File: src/rtl/vertex_pkg.sv
// Shared types for the vertex transform path: fp16 lanes,
// 4-vectors, 4x4 matrices and the matmul scheduler states.
package vertex_pkg;

    typedef logic [15:0] fp16_t;
    typedef fp16_t [3:0] vec4_t;
    typedef fp16_t [15:0] mat4_t;

    typedef enum logic [1:0] {
        EMPTY,
        LOAD,
        RUN,
        DRAIN
    } sched_state_e;

    localparam fp16_t FP16_ONE  = 16'h3C00;
    localparam fp16_t FP16_ZERO = 16'h0000;

endpackage

File: src/rtl/matmul_sched_if.sv
// Bundle of the matrix, vertex-in, vertex-out and matmul-side
// signals around the scheduler.
interface matmul_sched_if;
    import vertex_pkg::*;

    logic  mat_valid;
    logic  mat_ready;
    fp16_t mat_data;
    logic  vin_valid;
    logic  vin_ready;
    vec4_t vin_data;
    logic  vout_valid;
    logic  vout_ready;
    vec4_t vout_data;
    mat4_t mm_a;
    vec4_t mm_b;
    vec4_t mm_x;
    logic  busy;
    logic  mat_loaded;

    modport slave (
        input  mat_valid, mat_data,
        input  vin_valid, vin_data,
        input  vout_ready, mm_x,
        output mat_ready, vin_ready,
        output vout_valid, vout_data,
        output mm_a, mm_b,
        output busy, mat_loaded
    );

    modport master (
        output mat_valid, mat_data,
        output vin_valid, vin_data,
        output vout_ready, mm_x,
        input  mat_ready, vin_ready,
        input  vout_valid, vout_data,
        input  mm_a, mm_b,
        input  busy, mat_loaded
    );

endinterface

File: src/rtl/sync_fifo.sv
// Synchronous FIFO with occupancy count; read data is the head
// entry and holds until popped.
module sync_fifo #(
    parameter int WIDTH = 64,
    parameter int DEPTH = 8,
    localparam int AW = $clog2(DEPTH),
    localparam int CW = $clog2(DEPTH + 1)
) (
    input  logic             clk,
    input  logic             rst,
    input  logic             push_i,
    input  logic [WIDTH-1:0] din_i,
    input  logic             pop_i,
    output logic [WIDTH-1:0] dout_o,
    output logic [CW-1:0]    count_o
);

    logic [WIDTH-1:0] mem_q [DEPTH];
    logic [AW-1:0]    wr_q;
    logic [AW-1:0]    rd_q;
    logic [CW-1:0]    cnt_q;
    logic             do_push;
    logic             do_pop;

    assign do_push = push_i && (cnt_q != CW'(DEPTH));
    assign do_pop  = pop_i && (cnt_q != '0);

    always_ff @(posedge clk) begin
        if (!rst) begin
            wr_q  <= '0;
            rd_q  <= '0;
            cnt_q <= '0;
        end else begin
            if (do_push) wr_q <= wr_q + 1'b1;
            if (do_pop)  rd_q <= rd_q + 1'b1;
            cnt_q <= cnt_q + CW'(do_push) - CW'(do_pop);
        end
    end

    always_ff @(posedge clk) begin
        if (do_push) mem_q[wr_q] <= din_i;
    end

    assign dout_o  = mem_q[rd_q];
    assign count_o = cnt_q;

endmodule

File: src/rtl/matmul_sched.sv
// Sequencer for the 4x4 fp16 matmul: matrix load, credit-based
// vertex admission, in-flight tracking and result buffering.
module matmul_sched
    import vertex_pkg::*;
#(
    parameter int MM_LATENCY = 6,
    parameter int FIFO_DEPTH = 8
) (
    input logic           clk,
    input logic           rst,
    matmul_sched_if.slave bus
);

    localparam int CW = $clog2(FIFO_DEPTH + 1);

    sched_state_e          state_q, state_d;
    logic [3:0]            cnt_q, cnt_d;
    mat4_t                 mm_a_q;
    vec4_t                 mm_b_q;
    logic [MM_LATENCY-1:0] vld_sr_q;
    logic [CW-1:0]         infl_q, infl_d;
    logic [CW-1:0]         occ_q, occ_d;
    logic                  mat_ready_q, mat_ready_d;
    logic                  vin_ready_q, vin_ready_d;
    logic                  loaded_q, loaded_d;
    logic                  busy_q, busy_d;

    logic          beat;
    logic          acc;
    logic          push;
    logic          pop;
    logic [CW-1:0] fifo_cnt;
    logic          fifo_vld;

    assign beat     = bus.mat_valid && mat_ready_q;
    assign acc      = bus.vin_valid && vin_ready_q;
    assign push     = vld_sr_q[MM_LATENCY-1];
    assign fifo_vld = (fifo_cnt != '0);
    assign pop      = fifo_vld && bus.vout_ready;

    // occ counts every credit in use: in the pipe or in the FIFO
    always_comb begin
        state_d = state_q;
        cnt_d   = cnt_q;
        unique case (state_q)
            EMPTY, LOAD: begin
                if (beat) begin
                    cnt_d   = cnt_q + 4'd1;
                    state_d = (cnt_q == 4'd15) ? RUN : LOAD;
                end
            end
            RUN:   if (bus.mat_valid) state_d = DRAIN;
            DRAIN: if (infl_q == '0) state_d = LOAD;
        endcase
        infl_d      = infl_q + CW'(acc) - CW'(push);
        occ_d       = occ_q + CW'(acc) - CW'(pop);
        mat_ready_d = (state_d == EMPTY) || (state_d == LOAD);
        vin_ready_d = (state_d == RUN) &&
                      (occ_d < CW'(FIFO_DEPTH));
        loaded_d    = (state_d == RUN) || (state_d == DRAIN);
        busy_d      = (occ_d != '0);
    end

    always_ff @(posedge clk) begin
        if (!rst) begin
            state_q     <= EMPTY;
            cnt_q       <= '0;
            mm_a_q      <= '0;
            mm_b_q      <= '0;
            vld_sr_q    <= '0;
            infl_q      <= '0;
            occ_q       <= '0;
            mat_ready_q <= 1'b0;
            vin_ready_q <= 1'b0;
            loaded_q    <= 1'b0;
            busy_q      <= 1'b0;
        end else begin
            state_q     <= state_d;
            cnt_q       <= cnt_d;
            if (beat) mm_a_q[cnt_q] <= bus.mat_data;
            if (acc)  mm_b_q <= bus.vin_data;
            vld_sr_q    <= {vld_sr_q[MM_LATENCY-2:0], acc};
            infl_q      <= infl_d;
            occ_q       <= occ_d;
            mat_ready_q <= mat_ready_d;
            vin_ready_q <= vin_ready_d;
            loaded_q    <= loaded_d;
            busy_q      <= busy_d;
        end
    end

    sync_fifo #(
        .WIDTH (64),
        .DEPTH (FIFO_DEPTH)
    ) u_fifo (
        .clk     (clk),
        .rst     (rst),
        .push_i  (push),
        .din_i   (bus.mm_x),
        .pop_i   (bus.vout_ready),
        .dout_o  (bus.vout_data),
        .count_o (fifo_cnt)
    );

    assign bus.mat_ready  = mat_ready_q;
    assign bus.vin_ready  = vin_ready_q;
    assign bus.vout_valid = fifo_vld;
    assign bus.mm_a       = mm_a_q;
    assign bus.mm_b       = mm_b_q;
    assign bus.busy       = busy_q;
    assign bus.mat_loaded = loaded_q;

endmodule

File: src/flat_wrapper.sv
// flat-port wrapper written by rule: the top's interface ports become plain ports
module matmul_sched_flat import vertex_pkg::*;
#(
    parameter int MM_LATENCY = 6,
    parameter int FIFO_DEPTH = 8
)
  (clk, rst, bus_mat_valid, bus_mat_data, bus_vin_valid, bus_vin_data, bus_vout_ready, bus_mm_x, bus_mat_ready, bus_vin_ready, bus_vout_valid, bus_vout_data, bus_mm_a, bus_mm_b, bus_busy, bus_mat_loaded);
  matmul_sched_if bus_i ();
  input logic clk;
  input logic rst;
  input wire logic [$bits(bus_i.mat_valid)-1:0] bus_mat_valid;
  input wire logic [$bits(bus_i.mat_data)-1:0] bus_mat_data;
  input wire logic [$bits(bus_i.vin_valid)-1:0] bus_vin_valid;
  input wire logic [$bits(bus_i.vin_data)-1:0] bus_vin_data;
  input wire logic [$bits(bus_i.vout_ready)-1:0] bus_vout_ready;
  input wire logic [$bits(bus_i.mm_x)-1:0] bus_mm_x;
  output wire logic [$bits(bus_i.mat_ready)-1:0] bus_mat_ready;
  output wire logic [$bits(bus_i.vin_ready)-1:0] bus_vin_ready;
  output wire logic [$bits(bus_i.vout_valid)-1:0] bus_vout_valid;
  output wire logic [$bits(bus_i.vout_data)-1:0] bus_vout_data;
  output wire logic [$bits(bus_i.mm_a)-1:0] bus_mm_a;
  output wire logic [$bits(bus_i.mm_b)-1:0] bus_mm_b;
  output wire logic [$bits(bus_i.busy)-1:0] bus_busy;
  output wire logic [$bits(bus_i.mat_loaded)-1:0] bus_mat_loaded;
  assign bus_i.mat_valid = bus_mat_valid;
  assign bus_i.mat_data = bus_mat_data;
  assign bus_i.vin_valid = bus_vin_valid;
  assign bus_i.vin_data = bus_vin_data;
  assign bus_i.vout_ready = bus_vout_ready;
  assign bus_i.mm_x = bus_mm_x;
  assign bus_mat_ready = bus_i.mat_ready;
  assign bus_vin_ready = bus_i.vin_ready;
  assign bus_vout_valid = bus_i.vout_valid;
  assign bus_vout_data = bus_i.vout_data;
  assign bus_mm_a = bus_i.mm_a;
  assign bus_mm_b = bus_i.mm_b;
  assign bus_busy = bus_i.busy;
  assign bus_mat_loaded = bus_i.mat_loaded;
  matmul_sched #(.MM_LATENCY(MM_LATENCY), .FIFO_DEPTH(FIFO_DEPTH)) u_core (.clk(clk), .rst(rst), .bus(bus_i));
endmodule
File: config.mk
export PLATFORM = sky130hd
export DESIGN_NAME = matmul_sched_flat
export DESIGN_NICKNAME = d
export VERILOG_FILES = /design/src/rtl/vertex_pkg.sv /design/src/rtl/matmul_sched_if.sv /design/src/rtl/sync_fifo.sv /design/src/rtl/matmul_sched.sv /design/src/flat_wrapper.sv
export SDC_FILE = /design/constraint.sdc
export NUM_CORES = 1
export LEC_CHECK = 0
export ABC_AREA = 1
export BUFFER_PORTS_ARGS = -buffer_cell sky130_fd_sc_hd__buf_2
export CORE_MARGIN = 1.5
export CORE_UTILIZATION = 30
export DETAILED_ROUTE_END_ITERATION = 6
export PLACE_DENSITY_LB_ADDON = 0.05
export SKIP_CTS_REPAIR_TIMING = 1
export SLEW_MARGIN = 25
export SYNTH_ARGS = -nofsm -noshare
export SYNTH_HDL_FRONTEND = slang
export SYNTH_SLANG_ARGS = --single-unit
File: constraint.sdc
create_clock -name clk -period 3.7 [get_ports clk]
set_input_delay 0.74 -clock clk [delete_from_list [all_inputs] [get_ports clk]]
set_output_delay 0.74 -clock clk [all_outputs]
set_load 0.01 [all_outputs]
# Word-level counts from Yosys, hierarchy flattened
# Memory sizes are Yosys's and may differ from the RTL's. A register that Yosys moved wholly into a read port is not among the register bits.
# Index checks and enable logic that the tools add are counted.
# W data, S select, Z words.
dict set report totals {
  output_inout_bits 389
  mem_count 1
  in_bits 149
  reg_bits 354
  ram_bits 512
  wordCells 80
}
# name depth word_bits read_ports rd_clocked_by_memory_dff write_ports line_no
set memory_table {}
lappend memory_table {u_core.u_fifo.mem_q 8 64 1 1 1 sync_fifo.sv:18} ;# logic [WIDTH-1:0] mem_q [DEPTH];
dict set report classes {
  eq_ne 8
  mux 12
  n_addsub 9
  n_reduce_logical 15
  n_lt_le_gt_ge 3
}
# operator count
set ops {}
lappend ops {{$bwmux W256} 1}
lappend ops {{$demux W16 S4} 1}
lappend ops {{$mux W16} 1}
lappend ops {{$add A4 B1 Y4} 3}
lappend ops {{$sub A4 B1 Y4} 3}
lappend ops {{$eq A2 B2 Y1 const B} 4}
lappend ops {{$mux W2} 4}
lappend ops {{$reduce_bool A4 Y1} 2}
lappend ops {{$add A3 B1 Y3 const B} 2}
lappend ops {{$logic_and A1 B1 Y1} 6}
lappend ops {{$mux W3} 2}
lappend ops {{$pmux W2 S3} 1}
lappend ops {{$lt A4 B5 Y1 const B} 1}
lappend ops {{$add A4 B1 Y4 const B} 1}
lappend ops {{$eq A2 B1 Y1 const B} 2}
lappend ops {{$eq A4 B4 Y1 const B} 1}
lappend ops {{$ge A4 B1 Y1 const B} 1}
lappend ops {{$logic_not A2 Y1} 2}
lappend ops {{$logic_not A4 Y1} 1}
lappend ops {{$lt A4 B4 Y1 const B} 1}
lappend ops {{$ne A4 B4 Y1 const B} 1}
lappend ops {{$logic_or A1 B1 Y1} 2}
lappend ops {{$mux W1} 2}
lappend ops {{$reduce_and A2 Y1} 1}
lappend ops {{$reduce_or A2 Y1} 1}

# Depth between registers and ports, before layout
# Gate-level depths: netlist of run 1.
dict set report depth {
  depth_word 6
  depth_mapped 15
  ltp_nobuf 15
}

# Modules after synthesis
# From an unflattened synthesis of run 1, not the netlist that was laid out.
dict set report unflattened {
  hier_cells 3875
  area_unflattened_um2 35230.0
}
# mod seq_area_each_um2 instances area_each_um2 cells_each
set modules_own_cells {}
lappend modules_own_cells {sync_fifo 15635.0 1 23038.3 2312}
lappend modules_own_cells {matmul_sched 6886.6 1 12191.7 1563}

# Worst setup path after synthesis of run 1
# No wires, ideal clock.
dict set report synth_timing {
  path_kind {register to register}
  from {reg u_core.u_fifo.cnt_q[2] (netlist: u_core.u_fifo.count_o[2])}
  to {mem u_core.u_fifo.mem_q[0][0] (enable)}
  n_path_buf 0
  t_required_ns 3.213
  period_less_slack_ns 3.994
  setup_ns 0.487
  stages_incl_launch_ff 6
  arrival_ns 3.508
  slack_ns -0.294
  cell_sequence {dfxtp_1 inv_1 ha_1 nand3_1 nand3b_1 nor2_1}
}
dict set report synth_via {
  elab_chain_cells 4
}
# item line_no
set synth_lines {}
lappend synth_lines {{start: declaration} sync_fifo.sv:21} ;# logic [CW-1:0] cnt_q;
lappend synth_lines {{start signal: assignment} sync_fifo.sv:36} ;# cnt_q <= cnt_q + CW'(do_push) - CW'(do_pop);
lappend synth_lines {{$ne A4 B4 Y1} sync_fifo.sv:25} ;# assign do_push = push_i && (cnt_q != CW'(DEPTH));
lappend synth_lines {{$logic_and A1 B1 Y1} sync_fifo.sv:25}
lappend synth_lines {{$mux W1} sync_fifo.sv:41} ;# if (do_push) mem_q[wr_q] <= din_i;
lappend synth_lines {{$mux W1 (implied by the code)} sync_fifo.sv:41}
lappend synth_lines {{end: declaration} sync_fifo.sv:18}
# Every way passes these cells.

==> results of run 1 <==
worst min-delay path by stage:
stage / from / end / depth (start not counted)
2_1_floorplan: u_core.vld_sr_q[0] / u_core.vld_sr_q[1] / 2
3_3_place_gp: u_core.vld_sr_q[3] / u_core.vld_sr_q[4] / 2
3_5_place_dp: u_core.vld_sr_q[3] / u_core.vld_sr_q[4] / 2
4_1_cts: bus_vin_data[11] / u_core.bus.mm_b[11] / 3
5_1_grt: bus_vin_data[11] / u_core.bus.mm_b[11] / 3
6_report: bus_vin_data[42] / u_core.bus.mm_b[42] / 3
through the flow:
stage	power (mW)	utilization, %	hold slack (ns)	cell area (um2)	TNS [ns]
detailed placement	14.9	34.0	0.397	37000	0
global route	25.5	37.0	0.274	40200	0
floorplan	13.2	-	0.390	32800	-130.03
finish	24.2	37.0	0.310	40200	0
CTS	24.7	36.9	0.253	40200	0
global placement	14.9	34.0	0.395	37000	0
where the power goes:
| part | internal [mW] | total [mW] | switching, mW |
|---|---|---|---|
| clock | 5.60 | 9.63 | 4.03 |
| sequential | 10.3 | 10.4 | 0.0881 |
| combinational | 1.29 | 4.13 | 2.83 |
registers in the layout (all words and copies together), names as in the netlist, named ones only:
signal,flops
u_core.u_fifo.mem_q,512
u_core.u_fifo.count_o,4
u_core.occ_q,4
u_core.u_fifo.wr_q,3
u_core.state_q,2
u_core.cnt_q,4
u_core.vld_sr_q,6
u_core.bus.busy,1
u_core.bus.mm_b,64
u_core.bus.vin_ready,1
u_core.bus.mat_ready,1
u_core.u_fifo.rd_q,3
u_core.infl_q,4
u_core.bus.mat_loaded,1
u_core.bus.mm_a,256
worst max-delay path, stage by stage, from the launching register on:
cell and delay (ns):
dfxtp_4 0.40, buf_12 0.52, nor2_1 0.18, nor2_1 0.19, o21ai_0 0.11, nand2_1 0.09
nand2_1 0.05, nand2_1 0.15, buf_2 0.15
cells in the final DEF, fill, tap and decap left out, types with 2 or more instances in the layout:
| master | n |
|---|---|
| nor2_4 | 11 |
| bufinv_16 | 5 |
| o21ai_1 | 28 |
| nand3_1 | 15 |
| buf_2 | 536 |
| nor3_1 | 2 |
| clkbuf_1 | 34 |
| edfxtp_1 | 512 |
| a21oi_1 | 14 |
| inv_2 | 16 |
| dfxtp_4 | 3 |
| nand2_1 | 308 |
| fa_1 | 3 |
| nor2_2 | 2 |
| buf_4 | 28 |
| clkbuf_16 | 102 |
| buf_12 | 12 |
| dfxtp_1 | 354 |
| inv_1 | 55 |
| clkinv_2 | 15 |
| o21ai_0 | 618 |
| inv_6 | 4 |
| clkinv_16 | 2 |
| diode_2 | 3 |
| nor2_1 | 1113 |
| clkinv_1 | 12 |
| clkbuf_8 | 10 |
| xor2_1 | 4 |
| ha_1 | 21 |
logic make-up (layout without fill, tap and decap cells):
logic type,after synthesis,after routing,synth area share (%)
flip-flops,869,869,68.6
XOR/XNOR,4,4,0.107
AO/OA/AOI/OAI,660,660,10.1
other,0,3,0
adder cells (fa/ha/maj),24,24,0.984
AND/OR/NAND/NOR,1455,1455,16.8
buffers and inverters,272,834,3.37
layer usage:
layer / GRT usage (%) / wire length (um)
met5: 0 / 139
met1: 24.3 / 48300
met4: 4.79 / 2460
met2: 32.0 / 51800
met3: 4.57 / 5920
Yosys cell counts, types with 2 or more instances:
master    count
fa_1          3
buf_2        34
buf_1        16
inv_2        18
edfxtp_1    512
o21ai_1      28
a21oi_1      14
clkbuf_1    135
nor3_1        2
o21ai_0     618
buf_4        11
inv_1        56
dfxtp_1     357
nand3_1      15
nor2_1     1121
nor2_2        2
ha_1         21
nand2_1     309
xor2_1        4
nor2_4        3
area by class of cell:
type / count / area [um2] / area share (%)
multi-input combinational: 2143 / 9250 / 23.0
clock buffer: 145 / 2800 / 6.98
timing repair buffer: 577 / 3150 / 7.83
inverter: 75 / 289 / 0.719
tap: 1414 / 1770 / 4.40
sequential: 869 / 22500 / 56.1
antenna: 3 / 7.51 / 0.0187
clock inverter: 37 / 375 / 0.934
==> flow_metrics.env, run 1 <==
export IMPL_status="finished, final reports clean"
export IMPL_layout_setup_ws_ns=0.394
export IMPL_drc=0
export IMPL_timing_fmax_ghz=0.302
export IMPL_yosysWarnings=0
export IMPL_ys_ff_latch=869
export IMPL_grt_pass1_wl_um=158000
export IMPL_netlist_area_um2=32800
export IMPL_dp_hpwl_um=63900
export IMPL_syn_area_per_cell_um2=9.99
export IMPL_post_route_period_util_pct=89.4
export IMPL_crit_path_start_kind="flop"
export IMPL_row_count=121
export IMPL_clockRootBuffer="clkbuf_16"
export IMPL_rsz0062_at_grt="no"
export IMPL_grt_overflow=0
export IMPL_nets=3940
export IMPL_ys_types=25
export IMPL_reg2reg_slack_ns=1.26
export IMPL_syn_nets=3457
export IMPL_avgRoutedWirePerCell_um=20.6
export IMPL_synthToLayoutAreaGrowth_pct=22.4
export IMPL_drive_above_1_share_pct=19.5
export IMPL_drt_iter0_drc=1320
export IMPL_synthTopCellsByArea="edfxtp_1, dfxtp_1, nor2_1"
export IMPL_gp_congestion=0.752
export IMPL_grt_start_max_net_pins=174
export IMPL_wirelength_um=109000
export IMPL_leakagePower_nw=16.0
export IMPL_reg2reg_to="u_core.u_fifo.mem_q[3][16]"
export IMPL_hold_violations=0
export IMPL_worstReg2RegStart="u_core.u_fifo.count_o[2]"
export IMPL_clk_pin_slew_worst_paths_ns=0.06
export IMPL_place_inst=5078
export IMPL_grt_pass1_vias=23000
export IMPL_ys_async_sr_fraction_pct=0
export IMPL_cp_required_ns=2.96
export IMPL_cts_tree="yes"
export IMPL_crit_end="bus_vout_data[3]"
export IMPL_rr_worst_depth=6
export IMPL_h_tree_depth=3
export IMPL_die_y_um=334
export IMPL_clock_sinks=869
export IMPL_ios=538
export IMPL_die_w_um=334
export IMPL_synth_edf_count=512
export IMPL_drv_slew=0
export IMPL_start_util_pct=30.2
export IMPL_syn_inst=3284
export IMPL_worstSetupPathType="reg -> out"
export IMPL_io_buffers=537
export IMPL_synth_largest_area_cell="edfxtp_1"
export IMPL_core_area_um2=109000
export IMPL_yosysTopAreaCellShare_pct=46.9
export IMPL_insertion_delay_ns=0.68
export IMPL_yosysSeqAreaShare_pct=68.6
export IMPL_cp_arrival_ns=2.57
export IMPL_cts_made_buffers=101
export IMPL_postRouteAntennaNets=0
export IMPL_fin_crit_ns=3.31
export IMPL_vdd_drop_max_mv=0.357
export IMPL_antenna_found_initial=19
export IMPL_finalSetupViolations=0
export IMPL_first_pass_iters=5
export IMPL_vias=24000
export IMPL_pre_cts_ws_ns=0.927
export IMPL_hold_class="in -> reg"
export IMPL_clk_path_buf_depth=3
export IMPL_cp_max_fo=145
export IMPL_final_cells=5263
export IMPL_maxCapViolCount=0
export IMPL_viasPerCell=4.56
export IMPL_dieArea_um2=111000
export IMPL_grtUsageTotal_pct=19.0
export IMPL_tightestPinTransition_ns=0.840
export IMPL_fill_cells=11100
export IMPL_synth_ff_type="edfxtp_1"
export IMPL_setup_worst_path_end_class="output port"
export IMPL_fin_skew_ns=0.0235
export IMPL_cellPowerDensity_nw_per_um2=602
export IMPL_relSlewSlack_pct=44.0
Power figures use the tool's default switching activity.
==> inputs of run 2 (changes only) <==
==> constraint.sdc (replaced) <==
create_clock -name clk -period 4.15 [get_ports clk]
set_input_delay 0.83 -clock clk [delete_from_list [all_inputs] [get_ports clk]]
set_output_delay 0.83 -clock clk [all_outputs]
set_load 0.01 [all_outputs]
==> run 2 against run 1 <==
  * Via count increased by 0.46%
  * Global-route usage is 0.12 points higher
  * Non-clock buffer count decreased by 1
  * Clock power down 12%
  * Final area fell by 0.21%
  * First-iteration DRC count is 18% higher
  * Total power decreased by 11%
  * Wire length up 0.99%
  * Count of clock-buffer cells in the layout decreased by 10
  * Critical path type unchanged
  * Largest cell class unchanged
==> flow_metrics.env, run 2 (synthesized netlist as in run 1, its figures left out) <==
export IMPL_status="finished, final reports clean"
export IMPL_die_y_um=334
export IMPL_first_pass_iters=7
export IMPL_io_buffers=537
export IMPL_maxCapViolCount=0
export IMPL_cts_made_buffers=100
export IMPL_crit_path_start_kind="flop"
export IMPL_worstReg2RegStart="u_core.u_fifo.count_o[2]"
export IMPL_place_area_um2=37000
export IMPL_core_area_um2=109000
export IMPL_cp_required_ns=3.32
export IMPL_cp_max_fo=82
export IMPL_hold_path_depth=3
export IMPL_dieArea_um2=111000
export IMPL_multiInputGateArea_um2=9250
export IMPL_fin_tns_setup_ns=0
export IMPL_cp_arrival_ns=2.71
export IMPL_worstSetupPathType="reg -> out"
export IMPL_crit_path_top_delay_cell="buf_4"
export IMPL_setup_worst_path_end_class="output port"
export IMPL_viasPerCell=4.58
export IMPL_nets=3938
export IMPL_reg2reg_slack_ns=1.52
export IMPL_ios=538
export IMPL_met2_length_um=52300
export IMPL_switchingPower_mw=6.19
export IMPL_pre_cts_ws_ns=1.25
export IMPL_holdPathEnd="u_core.bus.mm_b[58]"
export IMPL_row_count=121
export IMPL_register_area_um2=22500
export IMPL_tightestPinTransition_ns=0.988
export IMPL_timing_fmax_ghz=0.283
export IMPL_clk_pin_slew_worst_paths_ns=0.06
export IMPL_start_util_pct=30.2
export IMPL_pwr_share_comb_pct=17.0
export IMPL_drv_slew=0
export IMPL_dr_wl_met3_um=6400
export IMPL_wirelength_um=110000
export IMPL_rr_worst_depth=15
export IMPL_internal_power_mw=15.2
export IMPL_vdd_drop_max_mv=0.392
export IMPL_drive_above_1_share_pct=19.5
export IMPL_fin_crit_ns=3.54
export IMPL_hold_start="bus_vin_data[58]"
export IMPL_grt_overflow=0
export IMPL_rsz0062_at_grt="no"
export IMPL_largest_reg_flops=512
export IMPL_layout_setup_ws_ns=0.611
export IMPL_fin_skew_ns=0.0274
export IMPL_grtUsageTotal_pct=19.1
export IMPL_dp_hpwl_um=64700
export IMPL_drt_met1_wl_um=48300
export IMPL_leakagePower_nw=16.0
export IMPL_slowest_delay_ns=0.75
export IMPL_hold_violations=0
export IMPL_grt_start_max_net_pins=164
export IMPL_relSlewSlack_pct=34.2
export IMPL_crit_family="buffers and inverters"
export IMPL_top_layer_used="met5"
export IMPL_post_route_period_util_pct=85.3
export IMPL_vias=24100
export IMPL_cts_tree="yes"
export IMPL_finalSetupViolations=0
export IMPL_postRouteAntennaNets=0
export IMPL_switching_share_pct=29.0
export IMPL_drt_iter0_drc=1556
export IMPL_avgRoutedWirePerCell_um=20.8
export IMPL_p_total_mw=21.4
export IMPL_clock_sinks=869
export IMPL_final_core_util_pct=36.9
export IMPL_layout_common_cells="nor2_1, o21ai_0, buf_2"
export IMPL_insertion_delay_ns=0.67
export IMPL_cellPowerDensity_nw_per_um2=534
export IMPL_crit_chain="buf_4, nor2_1, nor2_1, o21ai_0, o21ai_0, nand2_1, nand2_1, buf_2"
export IMPL_h_tree_depth=3
export IMPL_gp_congestion=0.754
export IMPL_path_buf_inv=2
export IMPL_reg2reg_to="u_core.bus.busy"
export IMPL_seq_power_share_pct=43.3
export IMPL_antenna_found_initial=15
export IMPL_hold_class="in -> reg"
export IMPL_clk_path_buf_depth=3
export IMPL_clockRootBuffer="clkbuf_16"
export IMPL_stdcell_area_um2=40100
export IMPL_grt_pass1_vias=22700
export IMPL_final_common_cell="nor2_1"
export IMPL_die_w_um=334
export IMPL_top_register="u_core.u_fifo.mem_q"
export IMPL_clkPwrFrac_pct=39.6
export IMPL_grt_pass1_wl_um=159000
export IMPL_synthToLayoutAreaGrowth_pct=22.2
export IMPL_drc=0
export IMPL_fill_cells=11200
run 2: cell count changes in the layout (fill, tap and decap cells not counted), moves of 2 or more:
cell	change
clkinv_16	-2
clkbuf_8	-2
buf_12	-2
bufinv_16	-3
clkinvlp_4	+4
clkbuf_1	-11
clkinv_1	+12
clkinv_2	+4
inv_6	-2
clkbuf_16	+3
run 2: cell type report:
class / instances / share of cell area (%)
sequential: 869 / 56.2
multi-input combinational: 2143 / 23.1
timing repair buffer: 576 / 7.77
clock buffer: 135 / 7.01
tap: 1414 / 4.41
clock inverter: 50 / 0.783
inverter: 75 / 0.721
antenna: 4 / 0.0250
run 2: through the flow:
step           instances  hold slack [ns]
4_1_cts             5262            0.357
2_1_floorplan       3284            0.390
3_3_place_gp        5077            0.392
3_5_place_dp        5077            0.401
6_report            5266            0.406
5_1_grt             5264            0.379
run 2: how the worst max path moves through the flow:
stage                                  start                   endpoint  slack [ns]  cells past startpoint
CTS                                     flop          bus_vout_data[24]        0.50                      8
floorplan           u_core.u_fifo.count_o[2]  u_core.u_fifo.mem_q[0][0]        0.16                      5
global route                            flop           bus_vout_data[2]        0.29                      8
finish                                  flop          bus_vout_data[24]        0.61                      8
global placement                        flop          bus_vout_data[24]        1.23                      8
detailed placement                      flop          bus_vout_data[24]        1.25                      8
run 2: power groups by stage:
stage / Combinational [mW] / Clock, mW / Sequential, mW
3_3_place_gp: 3.78 / 0 / 9.46
5_1_grt: 4.20 / 9.06 / 9.28
6_report: 3.64 / 8.48 / 9.27
2_1_floorplan: 2.32 / 0 / 9.44
3_5_place_dp: 3.77 / 0 / 9.46
4_1_cts: 3.79 / 8.75 / 9.28
run 2: worst reg2reg max path, cell delays in order, from the launching register on:
cell	delay, ns
dfxtp_1	0.29
inv_1	0.10
ha_1	0.16
nand3_1	0.18
nand2_1	0.21
inv_1	0.12
ha_1	0.31
inv_1	0.06
ha_1	0.15
inv_1	0.06
fa_1	0.51
nor2_1	0.05
nor2_1	0.11
o21ai_0	0.09
inv_1	0.08
nand2_1	0.05
run 2: layer usage:
| metal | global-route usage [%] | vias to the layer above |
|---|---|---|
| li1 | - | 11900 |
| met5 | 0 | - |
| met2 | 31.9 | 516 |
| met4 | 5.18 | 14 |
| met1 | 24.4 | 11500 |
| met3 | 4.93 | 156 |
